`src/rtl/mdu_pkg.sv`:
```
// Shared types and op-decoding helpers for the iterative multiply/divide unit.
package mdu_pkg;

    typedef enum logic [3:0] {
        OP_MUL    = 4'd0,
        OP_MULH   = 4'd1,
        OP_MULHSU = 4'd2,
        OP_MULHU  = 4'd3,
        OP_DIV    = 4'd4,
        OP_DIVU   = 4'd5,
        OP_REM    = 4'd6,
        OP_REMU   = 4'd7,
        OP_MULW   = 4'd8,
        OP_DIVW   = 4'd9,
        OP_DIVUW  = 4'd10,
        OP_REMW   = 4'd11,
        OP_REMUW  = 4'd12
    } mdu_op_t;

    typedef enum logic [1:0] {
        IDLE,
        CALC,
        DONE
    } state_t;

    localparam logic [63:0] ALL_ONES = '1;

    function automatic logic is_div(mdu_op_t op);
        case (op)
            OP_DIV, OP_DIVU, OP_REM, OP_REMU,
            OP_DIVW, OP_DIVUW, OP_REMW, OP_REMUW: return 1'b1;
            default: return 1'b0;
        endcase
    endfunction

    function automatic logic is_rem(mdu_op_t op);
        case (op)
            OP_REM, OP_REMU, OP_REMW, OP_REMUW: return 1'b1;
            default: return 1'b0;
        endcase
    endfunction

    function automatic logic is_signed_a(mdu_op_t op);
        case (op)
            OP_MULH, OP_MULHSU, OP_DIV, OP_REM,
            OP_MULW, OP_DIVW, OP_REMW: return 1'b1;
            default: return 1'b0;
        endcase
    endfunction

    function automatic logic is_signed_b(mdu_op_t op);
        case (op)
            OP_MULH, OP_DIV, OP_REM, OP_MULW, OP_DIVW, OP_REMW: return 1'b1;
            default: return 1'b0;
        endcase
    endfunction

    function automatic logic is_word(mdu_op_t op);
        case (op)
            OP_MULW, OP_DIVW, OP_DIVUW, OP_REMW, OP_REMUW: return 1'b1;
            default: return 1'b0;
        endcase
    endfunction

    function automatic logic is_high(mdu_op_t op);
        case (op)
            OP_MULH, OP_MULHSU, OP_MULHU: return 1'b1;
            default: return 1'b0;
        endcase
    endfunction

    // Codes past REMUW are never legal; word ops only when the width supports them.
    function automatic logic is_legal(mdu_op_t op, logic w_en);
        return (op <= OP_REMUW) && (!is_word(op) || w_en);
    endfunction

endpackage

```
`src/rtl/mdu_div_step.sv`:
```
// One restoring-division step: shift in the next dividend bit and trial-subtract.
module mdu_div_step #(
    parameter int N = 64
) (
    input  logic [N-1:0] rem_in,
    input  logic         bit_in,
    input  logic [N-1:0] divisor,
    output logic [N-1:0] rem_out,
    output logic         q_bit
);

    logic [N:0] shifted;
    logic [N:0] diff;

    // The partial remainder stays below the divisor, so N+1 bits hold the trial exactly.
    always_comb begin
        shifted = {rem_in, bit_in};
        diff    = shifted - {1'b0, divisor};
        q_bit   = ~diff[N];
        rem_out = q_bit ? diff[N-1:0] : shifted[N-1:0];
    end

endmodule

```
`src/rtl/mdu_iter.sv`:
```
// Radix-2 iterative RV64M multiply/divide unit with valid/ready handshakes and flush.
// Optional build macro MDU_EARLY_OUT_EN skips iteration for trivially-known results.
module mdu_iter
    import mdu_pkg::*;
#(
    parameter int N     = 64,
    parameter bit W_OPS = (N == 64)
) (
    input  logic         clk,
    input  logic         rst_n,
    input  logic         in_valid,
    output logic         in_ready,
    input  mdu_op_t      op,
    input  logic [N-1:0] a,
    input  logic [N-1:0] b,
    input  logic         flush,
    output logic         out_valid,
    input  logic         out_ready,
    output logic [N-1:0] res
);

    localparam bit            W_EN  = W_OPS && (N == 64);
    localparam int            CW    = $clog2(N) + 1;
    localparam logic [N-1:0]  MIN_N = {1'b1, {(N-1){1'b0}}};

    state_t         state, state_next;
    mdu_op_t        op_q;
    logic [N-1:0]   a_q, b_q, opb, rem, quo;
    logic [2*N-1:0] mcand, acc;
    logic [CW-1:0]  cnt;
    logic           accept, early, legal;
    logic [N-1:0]   a_ext, b_ext, mag_a, mag_b;
    logic           neg_a, neg_b;
    logic [N-1:0]   step_rem;
    logic           step_q;

    function automatic logic [N-1:0] ext32(logic [N-1:0] x, logic sgn);
        logic [N-1:0] r;
        r       = (sgn && x[31]) ? '1 : '0;
        r[31:0] = x[31:0];
        return r;
    endfunction

    function automatic logic sgn_overflow(mdu_op_t f_op, logic [N-1:0] fa, logic [N-1:0] fb);
        if (!(is_div(f_op) && is_signed_a(f_op))) return 1'b0;
        if (is_word(f_op)) return (fa[31:0] == 32'h8000_0000) && (fb[31:0] == 32'hFFFF_FFFF);
        return (fa == MIN_N) && (fb == ALL_ONES[N-1:0]);
    endfunction

    // Sign correction and boundary overrides, shared by the iterative and early-out paths.
    function automatic logic [N-1:0] finalize(mdu_op_t f_op, logic [N-1:0] fa, logic [N-1:0] fb,
                                              logic [2*N-1:0] prod, logic [N-1:0] r_mag,
                                              logic [N-1:0] q_mag);
        logic           na, nb;
        logic [2*N-1:0] p;
        logic [N-1:0]   q, r, v;
        na = is_signed_a(f_op) && fa[N-1];
        nb = is_signed_b(f_op) && fb[N-1];
        p  = (na ^ nb) ? -prod : prod;
        q  = (na ^ nb) ? -q_mag : q_mag;
        r  = na ? -r_mag : r_mag;
        if (fb == '0) begin
            q = ALL_ONES[N-1:0];
            r = fa;
        end else if (sgn_overflow(f_op, fa, fb)) begin
            q = fa;
            r = '0;
        end
        if (!is_legal(f_op, W_EN))  v = '0;
        else if (is_div(f_op))      v = is_rem(f_op) ? r : q;
        else if (is_high(f_op))     v = p[2*N-1:N];
        else                        v = p[N-1:0];
        if (is_word(f_op)) v = ext32(v, 1'b1);
        return v;
    endfunction

    always_comb begin
        a_ext = is_word(op) ? ext32(a, is_signed_a(op)) : a;
        b_ext = is_word(op) ? ext32(b, is_signed_b(op)) : b;
        neg_a = is_signed_a(op) && a_ext[N-1];
        neg_b = is_signed_b(op) && b_ext[N-1];
        mag_a = neg_a ? -a_ext : a_ext;
        mag_b = neg_b ? -b_ext : b_ext;
        legal = is_legal(op, W_EN);
`ifdef MDU_EARLY_OUT_EN
        early = (a_ext == '0) || (b_ext == '0) || sgn_overflow(op, a_ext, b_ext);
`else
        early = 1'b0;
`endif
    end

    always_ff @(posedge clk or negedge rst_n) begin
        if (!rst_n) state <= IDLE;
        else        state <= state_next;
    end

    always_comb begin
        state_next = state;
        in_ready   = 1'b0;
        out_valid  = 1'b0;
        accept     = 1'b0;
        unique case (state)
            IDLE: begin
                in_ready = 1'b1;
                if (in_valid && !flush) begin
                    accept     = 1'b1;
                    state_next = (!legal || early) ? DONE : CALC;
                end
            end
            CALC: begin
                if (flush)                 state_next = IDLE;
                else if (cnt == CW'(1))    state_next = DONE;
            end
            DONE: begin
                out_valid = 1'b1;
                if (flush || out_ready) state_next = IDLE;
            end
            default: state_next = IDLE;
        endcase
    end

    mdu_div_step #(.N(N)) u_div_step (
        .rem_in  (rem),
        .bit_in  (quo[N-1]),
        .divisor (opb),
        .rem_out (step_rem),
        .q_bit   (step_q)
    );

    // Word divides pre-shift the dividend so its 32 bits are consumed MSB-first.
    always_ff @(posedge clk or negedge rst_n) begin
        if (!rst_n) begin
            op_q  <= OP_MUL;
            a_q   <= '0;
            b_q   <= '0;
            opb   <= '0;
            rem   <= '0;
            quo   <= '0;
            mcand <= '0;
            acc   <= '0;
            cnt   <= '0;
        end else if (accept) begin
            op_q  <= op;
            a_q   <= a_ext;
            b_q   <= b_ext;
            opb   <= mag_b;
            rem   <= '0;
            quo   <= is_word(op) ? (mag_a << (N - 32)) : mag_a;
            mcand <= {{N{1'b0}}, mag_a};
            acc   <= '0;
            cnt   <= is_word(op) ? CW'(32) : CW'(N);
        end else if (state == CALC) begin
            if (is_div(op_q)) begin
                rem <= step_rem;
                quo <= {quo[N-2:0], step_q};
            end else begin
                if (opb[0]) acc <= acc + mcand;
                mcand <= mcand << 1;
                opb   <= opb >> 1;
            end
            cnt <= cnt - CW'(1);
        end
    end

    assign res = (state == DONE) ? finalize(op_q, a_q, b_q, acc, rem, quo) : '0;

endmodule

```
`config.mk`:
```
export PLATFORM = sky130hd
export DESIGN_NAME = mdu_iter
export DESIGN_NICKNAME = d
export VERILOG_FILES = /design/src/rtl/mdu_pkg.sv /design/src/rtl/mdu_div_step.sv /design/src/rtl/mdu_iter.sv
export SDC_FILE = /design/constraint.sdc
export NUM_CORES = 2
export LEC_CHECK = 0
export CORE_MARGIN = 8
export CORE_UTILIZATION = 28
export CTS_CLUSTER_DIAMETER = 30
export DETAILED_ROUTE_END_ITERATION = 7
export GPL_ROUTABILITY_DRIVEN = 1
export PLACE_DENSITY = 0.47
export SYNTH_ARGS = -nofsm -noshare
export SYNTH_HDL_FRONTEND = slang
export SYNTH_SLANG_ARGS = --single-unit
```
`constraint.sdc`:
```
create_clock -name clk -period 11.91 [get_ports clk]
set_input_delay 3.573 -clock clk [delete_from_list [all_inputs] [get_ports clk]]
set_output_delay 3.573 -clock clk [all_outputs]
set_load 0.02 [all_outputs]
```
After elaboration in Yosys (flattened, before gate mapping)
Memory sizes are Yosys's and may differ from the RTL's.
Cells that the tools add are included.
Word-level totals
  bits in registers: 589
  output and inout port bits: 66
  memories kept: 3
  word-level logic and storage cells: 166
  memory bits (read-only): 48
Operators by class
  muxes and demuxes: 81
  equality and inequality tests: 31
  $add $sub $neg: 8
  reduce and logical (&&, ||, !) cells: 29
  order comparisons: 2
  bitwise operators: 2
Memories
  (name not given): words 16, bits a word 1, read ports 1, clocked after Yosys merged registers in 0, wr ports 0, line mdu_pkg.sv:29  | case (op)
  (name not given): words 16, bits a word 1, read ports 1, clocked after Yosys merged registers in 0, wr ports 0, line mdu_pkg.sv:29
  (name not given): words 16, bits a word 1, read ports 1, clocked after Yosys merged registers in 0, wr ports 0, line mdu_pkg.sv:29
Operator list (count)
  64-bit two-way mux: 30
  128-bit two-way mux: 8
  64-bit negation: 4
  128-bit adder: 1
  64-bit equality test, second input constant: 2
  128-bit negation: 1
  65-bit by 64-bit subtractor with 65-bit output: 1
  32-bit equality test, second input constant: 2
  64-bit zero test: 1
  4-bit equality test, second input constant: 10
  1-bit two-way mux: 34
  7-bit two-way mux: 3
  4-bit by 3-bit equality test with 1-bit output, second input constant: 5
  7-bit OR reduction: 2
  4-bit by 2-bit equality test with 1-bit output, second input constant: 3
  6-bit OR reduction: 2
  1-bit logical AND: 10
  2-bit two-way mux: 5
  5-bit OR reduction: 2
  4-bit by 1-bit equality test with 1-bit output, second input constant: 2
  4-bit less-or-equal comparator, second input constant: 2
  7-bit by 1-bit equality test with 1-bit output, second input constant: 1
  7-bit by 1-bit subtractor with 7-bit output, second input constant: 1
  2-bit inequality test, second input constant: 3
  other kinds (14): 18

Logic depth before layout (Yosys ltp)
  depth after elaboration: 23
  depth in mapped cells: 18

Cells and area by module
From an unflattened synthesis, not the netlist that was laid out.
Second synthesis, totals
  cell total of the unflattened synthesis: 6516
  area total of the unflattened synthesis: 49316.0 sq um
By module, submodules not included
  mdu_iter: instances 1, cells an instance 5789, area an instance 44218.7 sq um
  mdu_div_step: instances 1, cells an instance 727, area an instance 5097.4 sq um

Worst setup path after synthesis
Ideal clock, no wire load.
  path kind: register to output
  start: register acc[22]
  end: output port res[19]
  setup slack: 4.550 ns
  data required time: 8.337 ns
  cell stages (with the launch flop): 9
  arrival: 3.787 ns
  cell sequence: dfrtp_1 > or4_4 > or4_4 > or3b_4 > nor4_4 > and3_1 > nor2_1 > xnor2_1 > a2111oi_0
Between the ends
  cells in the longest elaborated chain, start to end: 7
RTL lines
  start, declared: line mdu_iter.sv:29  | logic [2*N-1:0] mcand, acc;
  start signal, assigned: line mdu_iter.sv:157  | if (opb[0]) acc <= acc + mcand;
  128-bit negation: line mdu_iter.sv:59  | p = (na ^ nb) ? -prod : prod;
  128-bit two-way mux: line mdu_iter.sv:59
  64-bit two-way mux: line mdu_iter.sv:71  | else if (is_high(f_op)) v = p[2*N-1:N];
  64-bit two-way mux: line mdu_iter.sv:70  | else if (is_div(f_op)) v = is_rem(f_op) ? r : q;
  64-bit two-way mux: line mdu_iter.sv:69  | if (!is_legal(f_op, W_EN)) v = '0;
  64-bit two-way mux: line mdu_iter.sv:73  | if (is_word(f_op)) v = ext32(v, 1'b1);
  64-bit two-way mux: line mdu_iter.sv:165  | assign res = (state == DONE) ? finalize(op_q, a_q, b_q, acc, rem, quo) : '0;
  end, declared: line mdu_iter.sv:19  | output logic [N-1:0] res
Every way passes these cells.

Worst setup path in the final report
  start: register acc[4]
  end: output port res[34]
Between the ends
  cells in the longest elaborated chain, start to end: 8
RTL lines
  128-bit negation (*): line mdu_iter.sv:59
  128-bit two-way mux (*): line mdu_iter.sv:59
  64-bit two-way mux (*): line mdu_iter.sv:71
  64-bit two-way mux (*): line mdu_iter.sv:70
  64-bit two-way mux (*): line mdu_iter.sv:69
  64-bit two-way mux: line mdu_iter.sv:39  | r = (sgn && x[31]) ? '1 : '0;
  64-bit two-way mux (*): line mdu_iter.sv:73
  64-bit two-way mux (*): line mdu_iter.sv:165
Every way passes the cells marked *; elsewhere a longest branch is shown, timed or not.

==> flow_summary_export.csv <==
group,metric,value,unit
critical_path,slowest_stage,"nor3_1",
cells_and_area,areaGrowthSynthToFinish,22.2,%
global_route,grt_pass1_wl,347000,um
clock_tree,numCtsBuffers,190,
timing,relSlewSlack,12.2,%
routing,drtIter0Drc,5071,
critical_path,start_kind,"flip-flop",
yosys,synth_cell_types,94,
routing,dr_total_vias,51200,
critical_path,critPathMaxFanout,8,
yosys,synth-seq-area-share,30.4,%
clock_tree,clkTransAtPathRegs,40,ps
clock_tree,cts-root-buf,"clkbuf_16",
floorplanning,io_pins,203,
clock_tree,holdBufCountCts,0,
floorplanning,rows,153,
critical_path,arrival,6720,ps
global_route,gr-total-overflow,0,
floorplanning,die_w,432,um
timing,hold_viol_final,0,
critical_path,cp-end-kind,"output pin",
routing,dr.pass1.iters,5,
timing,rsz0062_at_grt,"no",
global_route,grtUsageTotal,24.7,%
global_route,grt_pass1_vias,49200,
yosys,avgSynthCellArea,7.52,um^2
clock_tree,cts_resized,0,
critical_path,worstPathCellList,"nor4_2 > nand4b_1 > nor3_1 > nand4b_1 > or2_2 > nor3_1 > nor2_1 > xor2_1 > nor2_1 > a21oi_1 > a221oi_1 > nor3_1 > clkdlybuf4s50_1",
timing,fmax,0.0971,GHz
power,p_seq_share,22.7,%
power,power.density,251,mW/mm^2
power,power_frac_comb,42.8,%
critical_path,crit_type,"flip-flop to output pin",
global_route,use_met1,31.2,%
floorplanning,core,0.173,mm^2
clock_tree,clock_sinks,589,
routing,wl_per_cell,26.7,um
critical_path,critPathMostFrequentCell,"nor3_1",
hold_path,worstHoldPathType,"flip-flop to flip-flop",
power,p_sw,0.00664,W
timing,finalSetupTns,0,ps
yosys,synth_area,0.0485,mm^2
routing,drc,0,
timing,worst_pin_slew,1300,ps
yosys,syn-num-nets,6795,
yosys,synth.yosys.warnings,0,
routing,ant_nets,0,
global_route,grt.met3_usage,3.82,%
timing,finalMaxSlewViolations,0,
yosys,ys_seq_elements,589,
placement,port-buffer-count,202,
cells_and_area,drive_gt1_share,7.59,%
clock_tree,clk_latency,830,ps
cells_and_area,nets,6828,
timing,setup_violations,0,
clock_tree,htree_levels,4,
clock_tree,cts_tree,"done",
power,p_int,0.00822,W
yosys,synth_edf_count,0,
yosys,yosys.area.top_type,"dfrtp_1",
yosys,synth_top_area_share,30.4,%
clock_tree,clockBufferDepth,3,
power,sw_frac_of_total,44.7,%
placement,post-dp-hpwl,184000,um
power,clkPwrFrac,34.5,%
cells_and_area,final_core_util,34.3,%
global_route,antenna_found_initial,19,
global_route,grt_use_met2,39.5,%
placement,place_congestion,1.04,
floorplanning,dieArea,0.187,mm^2
global_route,gr-max-usage-layer,"met2",
critical_path,cp.required,8340,ps
flow_run,maxCapViolations,0,
power,p_leak,24.9,nW
yosys,synthCells,6458,
routing,via_per_inst,5.69,
yosys,synth_ff_type,"dfrtp_1",
outcome,status,"finished clean",
power,ir_worst_vdd,0.140,mV
yosys,synth.area.top_cells,"dfrtp_1 (30%), nand2_1 (7.3%), a21oi_1 (6.7%)",
floorplanning,initial_core_util,28.1,%
timing,fin_skew,64.1,ps
routing,wirelength,240000,um
timing,finalCritPeriodShare,86.5,%
floorplanning,die_y,432,um
critical_path,crit_buf_inv,1,
critical_path,critical-path-max-stage-delay,830,ps
timing,period_minus_slack,10300,ps
global_route,grt_max_degree,188,
critical_path,cp_top_family,"simple AND/OR/NAND/NOR gates",
yosys,ys_async_sr_fraction,100,%
clock_tree,cts_setup_buffers,0,
[final cells by class]
class / instances / area, um^2
fill: 18400 / 114000
multi-input combinational: 5274 / 31700
sequential: 589 / 14700
clock buffer: 270 / 5550
tap: 2325 / 2910
timing repair buffer: 279 / 2680
clock inverter: 81 / 1100
inverter: 157 / 589
antenna: 12 / 30.0
[per-stage QoR]
stage | std cells | setup WS (ps) | cell area, um^2 | hold slack, ps | power [W]
2_1_floorplan | 6458 | 4550 | 48500 | 453 | 0.00714
3_3_place_gp | 8624 | 2510 | 52700 | 480 | 0.00960
3_5_place_dp | 8624 | 2530 | 52700 | 481 | 0.00959
4_1_cts | 8975 | 1640 | 59300 | 491 | 0.0148
5_1_grt | 8982 | 1470 | 59300 | 523 | 0.0156
6_report | 8987 | 1610 | 59300 | 492 | 0.0149
[power groups by stage]
stage	clock (W)	combinational [W]	sequential (W)
2_1_floorplan	0	0.00412	0.00303
3_3_place_gp	0	0.00624	0.00337
3_5_place_dp	0	0.00621	0.00338
4_1_cts	0.00519	0.00625	0.00336
5_1_grt	0.00531	0.00682	0.00345
6_report	0.00512	0.00637	0.00337
[tightest hold or removal path, cell delays in order (launching register included)]
cell and delay (ps):
dfrtp_1 350, nand2_1 50, nand2_1 50
[placed cells by master, fill, tap and decap left out, types with 51 or more instances in the layout]
cell,netlist,final
nand2_1,950,943
a21oi_1,646,644
o21ai_0,599,598
dfrtp_1,589,589
nor2_1,492,485
nand3_1,317,317
xnor2_1,292,290
xor2_1,235,235
clkdlybuf4s50_1,0,201
ha_1,198,198
clkbuf_16,0,191
inv_1,156,156
a21o_1,121,121
nor3_1,114,111
a31oi_1,106,106
nand4_1,105,105
nor4_1,94,93
o31ai_1,79,79
o22ai_1,77,77
buf_4,0,71
or3_1,67,66
o211ai_1,57,57
o21bai_1,56,56
o21a_1,51,51
[path summary, 6_finish.rpt]
| path | slack (ps) | endpoint | start | cells after the start |
|---|---|---|---|---|
| hold / removal | 490 | a_q[27] | a_q[27] | 2 |
| setup / recovery | 1610 | res[34] | acc[4] | 13 |
| setup reg to reg | 5570 | rem[62] | quo[63] | 16 |
| hold reg to reg | 490 | a_q[27] | a_q[27] | 2 |
| max in group asynchronous | 7120 | acc[81] | rst_n | 3 |
| min in group asynchronous | 2740 | opb[20] | rst_n | 1 |
[sequential cells by signal (all words and copies together), names as in the netlist]
signal	count
mcand	128
cnt	7
state	2
acc	128
opb	64
rem	64
a_q	64
op_q	4
quo	64
b_q	64
[layer usage]
layer	routed length, um	share of wire (%)
met1	99800	42
met2	109000	46
met3	13400	5.6
met4	16900	7.1
met5	39	0.016
[cell usage after synthesis, drive strengths merged (11+ instances only)]
master and count:
o22ai 78, a221oi 38, o41ai 35, o21a 51, o221ai 21, buf 52, nand2 951, a22oi 38
or3 67, inv 156, a32oi 14, o21bai 56, a21o 121, nor4 96, mux2 13, nand4b 11
a21oi 663, a211oi 35, ha 198, nor2b 21, xor2 236, xnor2 292, and2 22, and3 35
nand4 105, o211ai 57, dfrtp 589, or2 22, a21boi 26, o21ai 604, nor2 494, clkbuf 386
nor3 115, nand2b 36, o31ai 81, nand3 317, a31oi 108, mux2i 48, or4 29
[cell families after synthesis]
logic type               share of synthesized area, %
XOR/XNOR                                         9.54
AO/OA/AOI/OAI                                    26.6
AND/OR/NAND/NOR                                  22.3
flip-flops                                       30.4
buffers and inverters                            4.66
adder cells (fa/ha/maj)                          5.23
multiplexers                                     1.29
(Power assumes the default switching activity.)
